File: src/rtl/i2c_arbiter.sv
// i2c_arbiter: round-robin sharing of one i2c controller among NUM_REQ
// config engines, with start/done sequencing and a hang watchdog.
module i2c_arbiter #(
  parameter int NUM_REQ      = 4,
  parameter int TIMEOUT_BITS = 20
) (
  input  logic                  clk,
  input  logic                  reset_n,
  input  logic [NUM_REQ-1:0]    req_valid,
  input  logic [7*NUM_REQ-1:0]  req_addr,
  input  logic [2*NUM_REQ-1:0]  req_num_wr,
  input  logic [24*NUM_REQ-1:0] req_wr_data,
  input  logic [2*NUM_REQ-1:0]  req_num_rd,
  output logic [NUM_REQ-1:0]    req_ready,
  output logic [NUM_REQ-1:0]    rsp_valid,
  output logic [15:0]           rsp_rd_data,
  output logic                  rsp_error,
  output logic                  busy,
  output logic [2:0]            grant_id,
  output logic [6:0]            i2c_addr,
  output logic [1:0]            i2c_num_wr_bytes,
  output logic [7:0]            i2c_wr_data0,
  output logic [7:0]            i2c_wr_data1,
  output logic [7:0]            i2c_wr_data2,
  output logic [1:0]            i2c_num_rd_bytes,
  output logic                  i2c_start,
  input  logic                  i2c_done,
  input  logic [7:0]            i2c_rd_data0,
  input  logic [7:0]            i2c_rd_data1,
  output logic                  i2c_reset
);

  typedef enum logic [2:0] {
    IDLE, ISSUE, WAIT_BUSY, WAIT_DONE, RESP
  } state_t;

  localparam logic [2:0] LAST = 3'(NUM_REQ - 1);

  state_t state_q, state_d;
  logic [2:0] ptr_q, ptr_d;
  logic [2:0] own_q, own_d;
  logic busy_q, busy_d;
  logic err_q, err_d;
  logic [NUM_REQ-1:0] rdy_q, rdy_d;
  logic [NUM_REQ-1:0] rsp_q, rsp_d;
  logic [15:0] rd_q, rd_d;
  logic rerr_q, rerr_d;
  logic [6:0] addr_q, addr_d;
  logic [1:0] nwr_q, nwr_d;
  logic [1:0] nrd_q, nrd_d;
  logic [23:0] data_q, data_d;
  logic start_q, start_d;
  logic irst_q, irst_d;
  logic [TIMEOUT_BITS-1:0] wdog_q, wdog_d;

  logic found;
  logic [2:0] win;
  logic [NUM_REQ-1:0] gnt;
  logic [6:0] w_addr;
  logic [1:0] w_nwr;
  logic [1:0] w_nrd;
  logic [23:0] w_data;

  // first valid requester at or after the pointer, wrapping around
  always_comb begin
    found = 1'b0;
    win   = '0;
    gnt   = '0;
    for (int k = 0; k < NUM_REQ; k++) begin
      for (int i = 0; i < NUM_REQ; i++) begin
        if (!found && req_valid[i] &&
            ((int'(ptr_q) + k == i) ||
             (int'(ptr_q) + k == i + NUM_REQ))) begin
          found  = 1'b1;
          gnt[i] = 1'b1;
          win    = 3'(i);
        end
      end
    end
  end

  always_comb begin
    w_addr = '0;
    w_nwr  = '0;
    w_nrd  = '0;
    w_data = '0;
    for (int i = 0; i < NUM_REQ; i++) begin
      if (gnt[i]) begin
        w_addr = req_addr[7*i +: 7];
        w_nwr  = req_num_wr[2*i +: 2];
        w_nrd  = req_num_rd[2*i +: 2];
        w_data = req_wr_data[24*i +: 24];
      end
    end
  end

  always_comb begin
    state_d = state_q;
    ptr_d   = ptr_q;
    own_d   = own_q;
    busy_d  = busy_q;
    err_d   = err_q;
    rdy_d   = '0;
    rsp_d   = '0;
    rd_d    = rd_q;
    rerr_d  = rerr_q;
    addr_d  = addr_q;
    nwr_d   = nwr_q;
    nrd_d   = nrd_q;
    data_d  = data_q;
    start_d = 1'b0;
    irst_d  = 1'b0;
    wdog_d  = wdog_q;
    unique case (state_q)
      IDLE: begin
        if (found && i2c_done) begin
          rdy_d  = gnt;
          busy_d = 1'b1;
          own_d  = win;
          addr_d = w_addr;
          nwr_d  = w_nwr;
          data_d = w_data;
          if (w_nwr != 2'd0)
            nrd_d = 2'd0;
          else if (w_nrd == 2'd3)
            nrd_d = 2'd2;
          else
            nrd_d = w_nrd;
          err_d   = (w_nwr == 2'd0) && (w_nrd == 2'd0);
          state_d = err_d ? RESP : ISSUE;
        end
      end
      ISSUE: begin
        start_d = 1'b1;
        wdog_d  = '0;
        state_d = WAIT_BUSY;
      end
      WAIT_BUSY: begin
        if (!i2c_done) begin
          wdog_d  = '0;
          state_d = WAIT_DONE;
        end else if (&wdog_q) begin
          irst_d  = 1'b1;
          err_d   = 1'b1;
          state_d = RESP;
        end else begin
          wdog_d = wdog_q + 1'b1;
        end
      end
      WAIT_DONE: begin
        if (i2c_done) begin
          rd_d    = {i2c_rd_data1, i2c_rd_data0};
          state_d = RESP;
        end else if (&wdog_q) begin
          irst_d  = 1'b1;
          err_d   = 1'b1;
          state_d = RESP;
        end else begin
          wdog_d = wdog_q + 1'b1;
        end
      end
      RESP: begin
        for (int i = 0; i < NUM_REQ; i++)
          rsp_d[i] = (own_q == 3'(i));
        rerr_d  = err_q;
        busy_d  = 1'b0;
        ptr_d   = (own_q == LAST) ? 3'd0 : own_q + 3'd1;
        state_d = IDLE;
      end
      default: state_d = IDLE;
    endcase
  end

  always_ff @(posedge clk) begin
    if (!reset_n) begin
      state_q <= IDLE;
      ptr_q   <= '0;
      own_q   <= '0;
      busy_q  <= 1'b0;
      err_q   <= 1'b0;
      rdy_q   <= '0;
      rsp_q   <= '0;
      rd_q    <= '0;
      rerr_q  <= 1'b0;
      addr_q  <= '0;
      nwr_q   <= '0;
      nrd_q   <= '0;
      data_q  <= '0;
      start_q <= 1'b0;
      irst_q  <= 1'b1;
      wdog_q  <= '0;
    end else begin
      state_q <= state_d;
      ptr_q   <= ptr_d;
      own_q   <= own_d;
      busy_q  <= busy_d;
      err_q   <= err_d;
      rdy_q   <= rdy_d;
      rsp_q   <= rsp_d;
      rd_q    <= rd_d;
      rerr_q  <= rerr_d;
      addr_q  <= addr_d;
      nwr_q   <= nwr_d;
      nrd_q   <= nrd_d;
      data_q  <= data_d;
      start_q <= start_d;
      irst_q  <= irst_d;
      wdog_q  <= wdog_d;
    end
  end

  assign req_ready        = rdy_q;
  assign rsp_valid        = rsp_q;
  assign rsp_rd_data      = rd_q;
  assign rsp_error        = rerr_q;
  assign busy             = busy_q;
  assign grant_id         = own_q;
  assign i2c_addr         = addr_q;
  assign i2c_num_wr_bytes = nwr_q;
  assign i2c_wr_data0     = data_q[7:0];
  assign i2c_wr_data1     = data_q[15:8];
  assign i2c_wr_data2     = data_q[23:16];
  assign i2c_num_rd_bytes = nrd_q;
  assign i2c_start        = start_q;
  assign i2c_reset        = irst_q;

endmodule

File: config.mk
export PLATFORM = sky130hd
export DESIGN_NAME = i2c_arbiter
export DESIGN_NICKNAME = d
export VERILOG_FILES = /design/src/rtl/i2c_arbiter.sv
export SDC_FILE = /design/constraint.sdc
export NUM_CORES = 1
export LEC_CHECK = 0
export ABC_CLOCK_PERIOD_IN_PS = 1800
export BUFFER_PORTS_ARGS = -buffer_cell sky130_fd_sc_hd__buf_2
export CORE_MARGIN = 10
export CORE_UTILIZATION = 43
export CTS_BUF_LIST = sky130_fd_sc_hd__clkbuf_8
export CTS_CLUSTER_DIAMETER = 60
export CTS_CLUSTER_SIZE = 20
export DETAILED_ROUTE_END_ITERATION = 7
export PLACE_DENSITY = 0.83
export SYNTH_ARGS = -nofsm -noshare
export SYNTH_HDL_FRONTEND = slang
export SYNTH_SLANG_ARGS = --single-unit
File: constraint.sdc
create_clock -name clk -period 1.8 [get_ports clk]
set_input_delay 0.36 -clock clk [delete_from_list [all_inputs] [get_ports clk]]
set_output_delay 0.36 -clock clk [all_outputs]
set_load 0.005 [all_outputs]
## Word-level counts from Yosys, hierarchy flattened

Cells that the tools add are included.

| operators by class | value |
|---|---|
| reductions and logical operators | 84 |
| multiplexer cells | 87 |
| equality and inequality tests | 39 |
| $add $sub $neg | 5 |

Operators by type and width:

| operator | number |
|---|---|
| 32-bit by 4-bit == test with 1-bit output (second input constant) | 9 |
| 32-bit by 3-bit == test with 1-bit output (second input constant) | 6 |
| 32-bit logical NOT | 4 |
| 32-bit by 2-bit == test with 1-bit output (second input constant) | 3 |
| 24-bit two-way mux | 4 |
| 20-bit two-way mux | 3 |
| 3-bit two-way mux | 20 |
| 20-bit case mux with 3 select lines | 1 |
| 1-bit two-way mux | 41 |
| 1-bit logical AND | 33 |
| 7-bit two-way mux | 4 |
| 20-bit by 1-bit adder with 20-bit output (second input constant) | 1 |
| 2-bit two-way mux | 10 |
| 20-bit AND reduction | 1 |
| 3-bit by 2-bit == test with 1-bit output (second input constant) | 6 |
| 1-bit logical OR | 16 |
| 3-bit == test (second input constant) | 5 |
| 1-bit logical NOT | 15 |
| 4-bit by 3-bit == test with 1-bit output (second input constant) | 3 |
| 3-bit case mux with 4 select lines | 1 |
| 2-bit AND reduction | 5 |
| 3-bit by 1-bit == test with 1-bit output (second input constant) | 3 |
| 3-bit by 2-bit adder with 4-bit output (second input constant) | 2 |
| 3-bit logical NOT | 2 |
| 11 further kinds | 17 |

| storage, ports and cells | value |
|---|---|
| output and inout bits | 66 |
| word-level logic and storage cells | 231 |
| register bits after elaboration | 93 |
| input bits | 163 |

## Logic depth before layout (Yosys ltp)

| logic depth | value |
|---|---|
| word-level depth | 70 |
| gate-level depth with buffers | 9 |
| gate-level depth less buffers | 6 |

## Worst setup path after synthesis

Ideal clock, no wire load.

| timing path | value |
|---|---|
| path type | input to register |
| from | input i2c_done |
| to | register wdog_q[15] |
| data required time | 1.728 ns |
| stages on the path | 7 |
| setup time | 0.072 ns |
| data arrival time | 1.817 ns |
| setup slack | -0.089 ns |
| cells stage by stage | buf_6 > and2_4 > a211o_1 > a31oi_4 > nand4_4 > or3_1 > a21oi_1 |

| on the way | value |
|---|---|
| word-level cells in the longest chain between the ends | 2 |

RTL lines:

| element | line | text |
|---|---|---|
| start: declaration | 27 | `input logic i2c_done,` |
| 20-bit two-way mux / 2-bit inequality test (equally long branches) | - |  |
| 20-bit case mux with 3 select lines / 2-bit AND reduction (equally long branches) | - |  |
| end signal: assignment | 208 | `wdog_q <= wdog_d;` |
| end: declaration | 54 | `logic [TIMEOUT_BITS-1:0] wdog_q, wdog_d;` |

Parallel ways exist; a longest one is shown, timed or not.
A chain may end at the register's enable or synchronous reset.

## Final worst setup path

| timing path | value |
|---|---|
| from | register ptr_q[1] |
| to | register state_q[2] |

| on the way | value |
|---|---|
| word-level cells in the longest chain between the ends | 70 |

RTL lines:

| element | line | text |
|---|---|---|
| start: declaration | 40 | `logic [2:0] ptr_q, ptr_d;` |
| start signal: assignment | 194 | `ptr_q <= ptr_d;` |
| 32-bit logical NOT / 3-bit == test (equally long branches) | 72, 73 |  |
| 1-bit logical OR | 72 | `((int'(ptr_q) + k == i) \|\|` |
| 1-bit logical AND | 71 | `if (!found && req_valid[i] &&` |
| 1-bit two-way mux | 71 |  |
| 1-bit logical NOT | 71 |  |
| 1-bit logical AND (2 in series) | 71 |  |
| 1-bit two-way mux | 71 |  |
| 1-bit logical NOT | 71 |  |
| [52 not listed] | - |  |
| 1-bit logical AND (2 in series) | 71 |  |
| 1-bit two-way mux | 71 |  |
| 2-bit two-way mux | 88 | `if (gnt[i]) begin` |
| 2-bit logical NOT | 129 | `err_d = (w_nwr == 2'd0) && (w_nrd == 2'd0);` |
| 1-bit logical AND | 129 |  |
| 3-bit two-way mux | 130 | `state_d = err_d ? RESP : ISSUE;` |
| 3-bit two-way mux | 116 | `if (found && i2c_done) begin` |
| 3-bit case mux with 4 select lines | 114 | `unique case (state_q)` |
| end signal: assignment | 193 | `state_q <= state_d;` |
| end: declaration | 39 | `state_t state_q, state_d;` |

Parallel ways exist; a longest one is shown, timed or not. The select of a mux whose other input is x is not followed.

==> flow_summary_export.csv <==
group,metric,value,unit
route,highest_layer,"met4",
setup_path,arrival,2.22,ns
setup_path,crit_chain,"buf_6, nor2b_2, o21ai_2, buf_4, a211oi_4, a221oi_4, or3_1, o31ai_2",
setup_path,r2r-end,"state_q[2]",
logic_synthesis,synth.most_common_cell,"dfxtp_1",
layout,final-instance-count-excl-fill,982,
die,die_area,0.0157,mm^2
timing,maxSlewViolCount,0,
outcome,outcome,"finished with violations",
route,vias,5399,
placement,place_ws,-0.295,ns
route,vias_per_cell,5.50,
logic_synthesis,ys_ff_latch,91,
grt,grt_pass1_vias,5447,
timing,setup_viol,15,
job,max_cap_viol_count,0,
logic_synthesis,yosys_warnings,0,
power_and_ir_drop,power_frac_comb,30.2,%
setup_path,rr_worst_depth,8,
power_and_ir_drop,clock_power_share,26.7,%
layout,post-route-util,65.2,%
timing,rsz0062_at_grt,"yes",
logic_synthesis,yosys-top-cells-count,"dfxtp_1 (91), nand2_1 (86), o21ai_0 (43), a21boi_0 (38), a21o_1 (33)",
die,fp.dieH,125,um
clock_tree,clockBufferDepth,2,
placement,place_inst,946,
grt,grt_pass1_wl,27.1,mm
timing,hold_violations,0,
power_and_ir_drop,switching_share,31.1,%
grt,grt_max_degree,70,
placement,placement.io_buffers,227,
route,ant_nets,0,
power_and_ir_drop,p_int,3.58,mW
die,placementRows,38,
setup_path,worstPathMaxFanout,5,
placement,hpwl,13.4,mm
route,first_iter_violations,430,
setup_path,timing.rr.start,"ptr_q[1]",
logic_synthesis,synth_flop_cell,"dfxtp_1",
route,met3_wirelength,1.54,mm
logic_synthesis,syn-cell-area,0.00477,mm^2
logic_synthesis,synth_top_area_share,38.2,%
power_and_ir_drop,power.density,736,mW/mm^2
power_and_ir_drop,p_total,5.20,mW
timing,timing.hold.ws,0.246,ns
setup_path,crit_path_end,"state_q[2]",
route,routed-wl-met2,9.52,mm
outcome,violations,"setup timing",
timing,fin_setup_tns,-0.718,ns
power_and_ir_drop,switching_power,1.62,mW
die,die_w,125,um
die,core_area,0.0108,mm^2
setup_path,path_class,"reg -> reg",
placement,postPlaceCellArea,0.00642,mm^2
clock_tree,cts_tree,"built",
clock_tree,cts-buffers-inserted,9,
setup_path,critical_path.startpoint,"ptr_q[1]",
route,route.detailed.drc,0,
clock_tree,cts_root_buf,"clkbuf_8",
power_and_ir_drop,seqPwrFrac,43.1,%
layout,final_area,0.00707,mm^2
route,wl_per_cell,18.7,um
timing,fin_crit,1.94,ns
setup_path,endpoint_kind,"flip-flop",
setup_path,start_kind,"flip-flop",
logic_synthesis,synth_area_leader_cell,"dfxtp_1",
placement,gp_congestion,0.886,
grt,grt_use_total,20.6,%
die,start_util,44.0,%
timing,worst_slack,-0.137,ns
timing,fin_crit_sh,108,%
grt,antenna_found_initial,5,
timing,skew,0.0129,ns
logic_synthesis,ys_types,67,
logic_synthesis,postSynthCellCount,563,
setup_path,worstPathRequired,2.09,ns
setup_path,r2r_slack,-0.14,ns
route,drt_first_pass_iters,8,
clock_tree,cts_sinks,91,
logic_synthesis,yosysSeqAreaShare,38.2,%
layout,drive_gt1_share,44.1,%
setup_path,cp_slowest_cell,"dfxtp_4",
clock_tree,cts_htree_levels,3,
die,io_pins,229,
setup_path,slowest_delay,0.38,ns
route,drt-total-wl,18.4,mm
timing,max_freq,516,MHz
grt,grt_overflow,0,
clock_tree,clk_latency,0.36,ns
route,routedLengthMet1,6.76,mm
min_path,hp-class,"in -> reg",
layout,area_delta_synth_final,48.3,%
power_and_ir_drop,p_leak,3.19,nW
power_and_ir_drop,ir_drop,0.486,mV
logic_synthesis,async_flop_share,0,%
logic_synthesis,synth_area_per_cell,8.47,um^2
layout,nNetsFinal,1001,
clock_tree,cts_hold_buf,0,
logic_synthesis,synth_nets,731,
logic_synthesis,synth_edf_count,0,
logic_synthesis,synth.area.top_cells,"dfxtp_1 (38%), nand2_1 (6.8%), a222oi_1 (6.5%), a21boi_0 (6.0%), a21o_1 (5.2%)",
clock_tree,cts.clk_slew.worst_paths,0.10,ns
layout,nFillCells,906,
-- sequential cells by signal, indices dropped and copies added (netlist names), 3 cells and up --
signal       count
data_q          24
wdog_q          20
rsp_rd_data     16
i2c_addr         7
req_ready        4
rsp_valid        4
state_q          3
-- kinds of logic (layout without fill, tap and decap cells) --
family                   count (synthesis)  in the layout  synth area share, %
AO/OA/AOI/OAI                          211            211                 33.7
XOR/XNOR                                14             14                 2.57
adder cells (fa/ha/maj)                  5              5                 1.31
buffers and inverters                   59            333                 5.49
flip-flops                              91             91                 38.2
multiplexers                             2              2                0.420
other                                    1              6               0.0787
AND/OR/NAND/NOR                        180            180                 18.2
-- what timing repair did --
action | in CTS | in global routing
cloned | 0 | 4
pin swaps | 13 | 39
resized for setup | 29 | 50
setup endpoints to repair | 38 | 48
buffers inserted | 6 | 6
-- layer usage --
layer | vias up | GRT usage (%)
li1 | 2605 | -
met1 | 2510 | 22.1
met2 | 239 | 35.9
met3 | 45 | 7.27
met4 | 0 | 8.47
met5 | - | 0
-- placed cells by master (no fill, tap or decap), drive strengths merged, types with 3 or more instances in the layout --
cell    count
nor2       26
nand2b      3
nand4       8
inv        15
nand2      86
dfxtp      91
or2         3
a21oi      10
or3         4
xnor2       5
nor3        7
buf       301
nand3       6
o21ai      46
xor2        9
o21a        4
and3       12
a221oi      4
ha          5
a211oi      9
and4        3
nor2b       6
a21o       33
diode       5
and2       10
a21boi     52
nor4        3
clkbuf     13
a222oi     31
-- layout make-up --
class	instances	area, um^2	share of cell area (%)
diodes	5	12.5	0.177
clock buffers	10	138	1.95
inverters	14	52.6	0.743
flip-flops and latches	91	1840	26.0
multi-input cells	413	2900	41.0
repair buffers	304	1900	26.9
clock inverters	5	55.1	0.779
well taps	140	175	2.48
-- critical path: cells and delay by family (launching register included) --
family                 cells  cell delay [ns]
DFF                        1             0.38
and+or+nand+nor            2             0.54
buffers and inverters      2             0.30
AOI/OAI and AO/OA          4             0.65
-- worst min path at each step --
stage / startpoint / to / slack, ns / cells after the start
floorplan: err_q / rsp_error / 0.44 / 2
global placement: data_q[16] / data_q[16] / 0.44 / 2
detailed placement: i2c_addr[6] / i2c_addr[6] / 0.44 / 2
CTS: i2c_rd_data1[5] / rsp_rd_data[13] / 0.23 / 3
global route: i2c_rd_data1[5] / rsp_rd_data[13] / 0.23 / 3
finish: i2c_rd_data1[4] / rsp_rd_data[12] / 0.25 / 3
-- power groups by stage --
| stage | Clock (mW) | Combinational, mW | Sequential [mW] |
|---|---|---|---|
| after floorplan | 0 | 0.758 | 2.28 |
| after global placement | 0 | 1.40 | 2.28 |
| after detailed placement | 0 | 1.42 | 2.29 |
| after CTS | 1.42 | 1.46 | 2.24 |
| after global routing | 1.49 | 1.72 | 2.26 |
| final | 1.39 | 1.57 | 2.24 |
No activity file was read; power rests on OpenSTA's default activity.
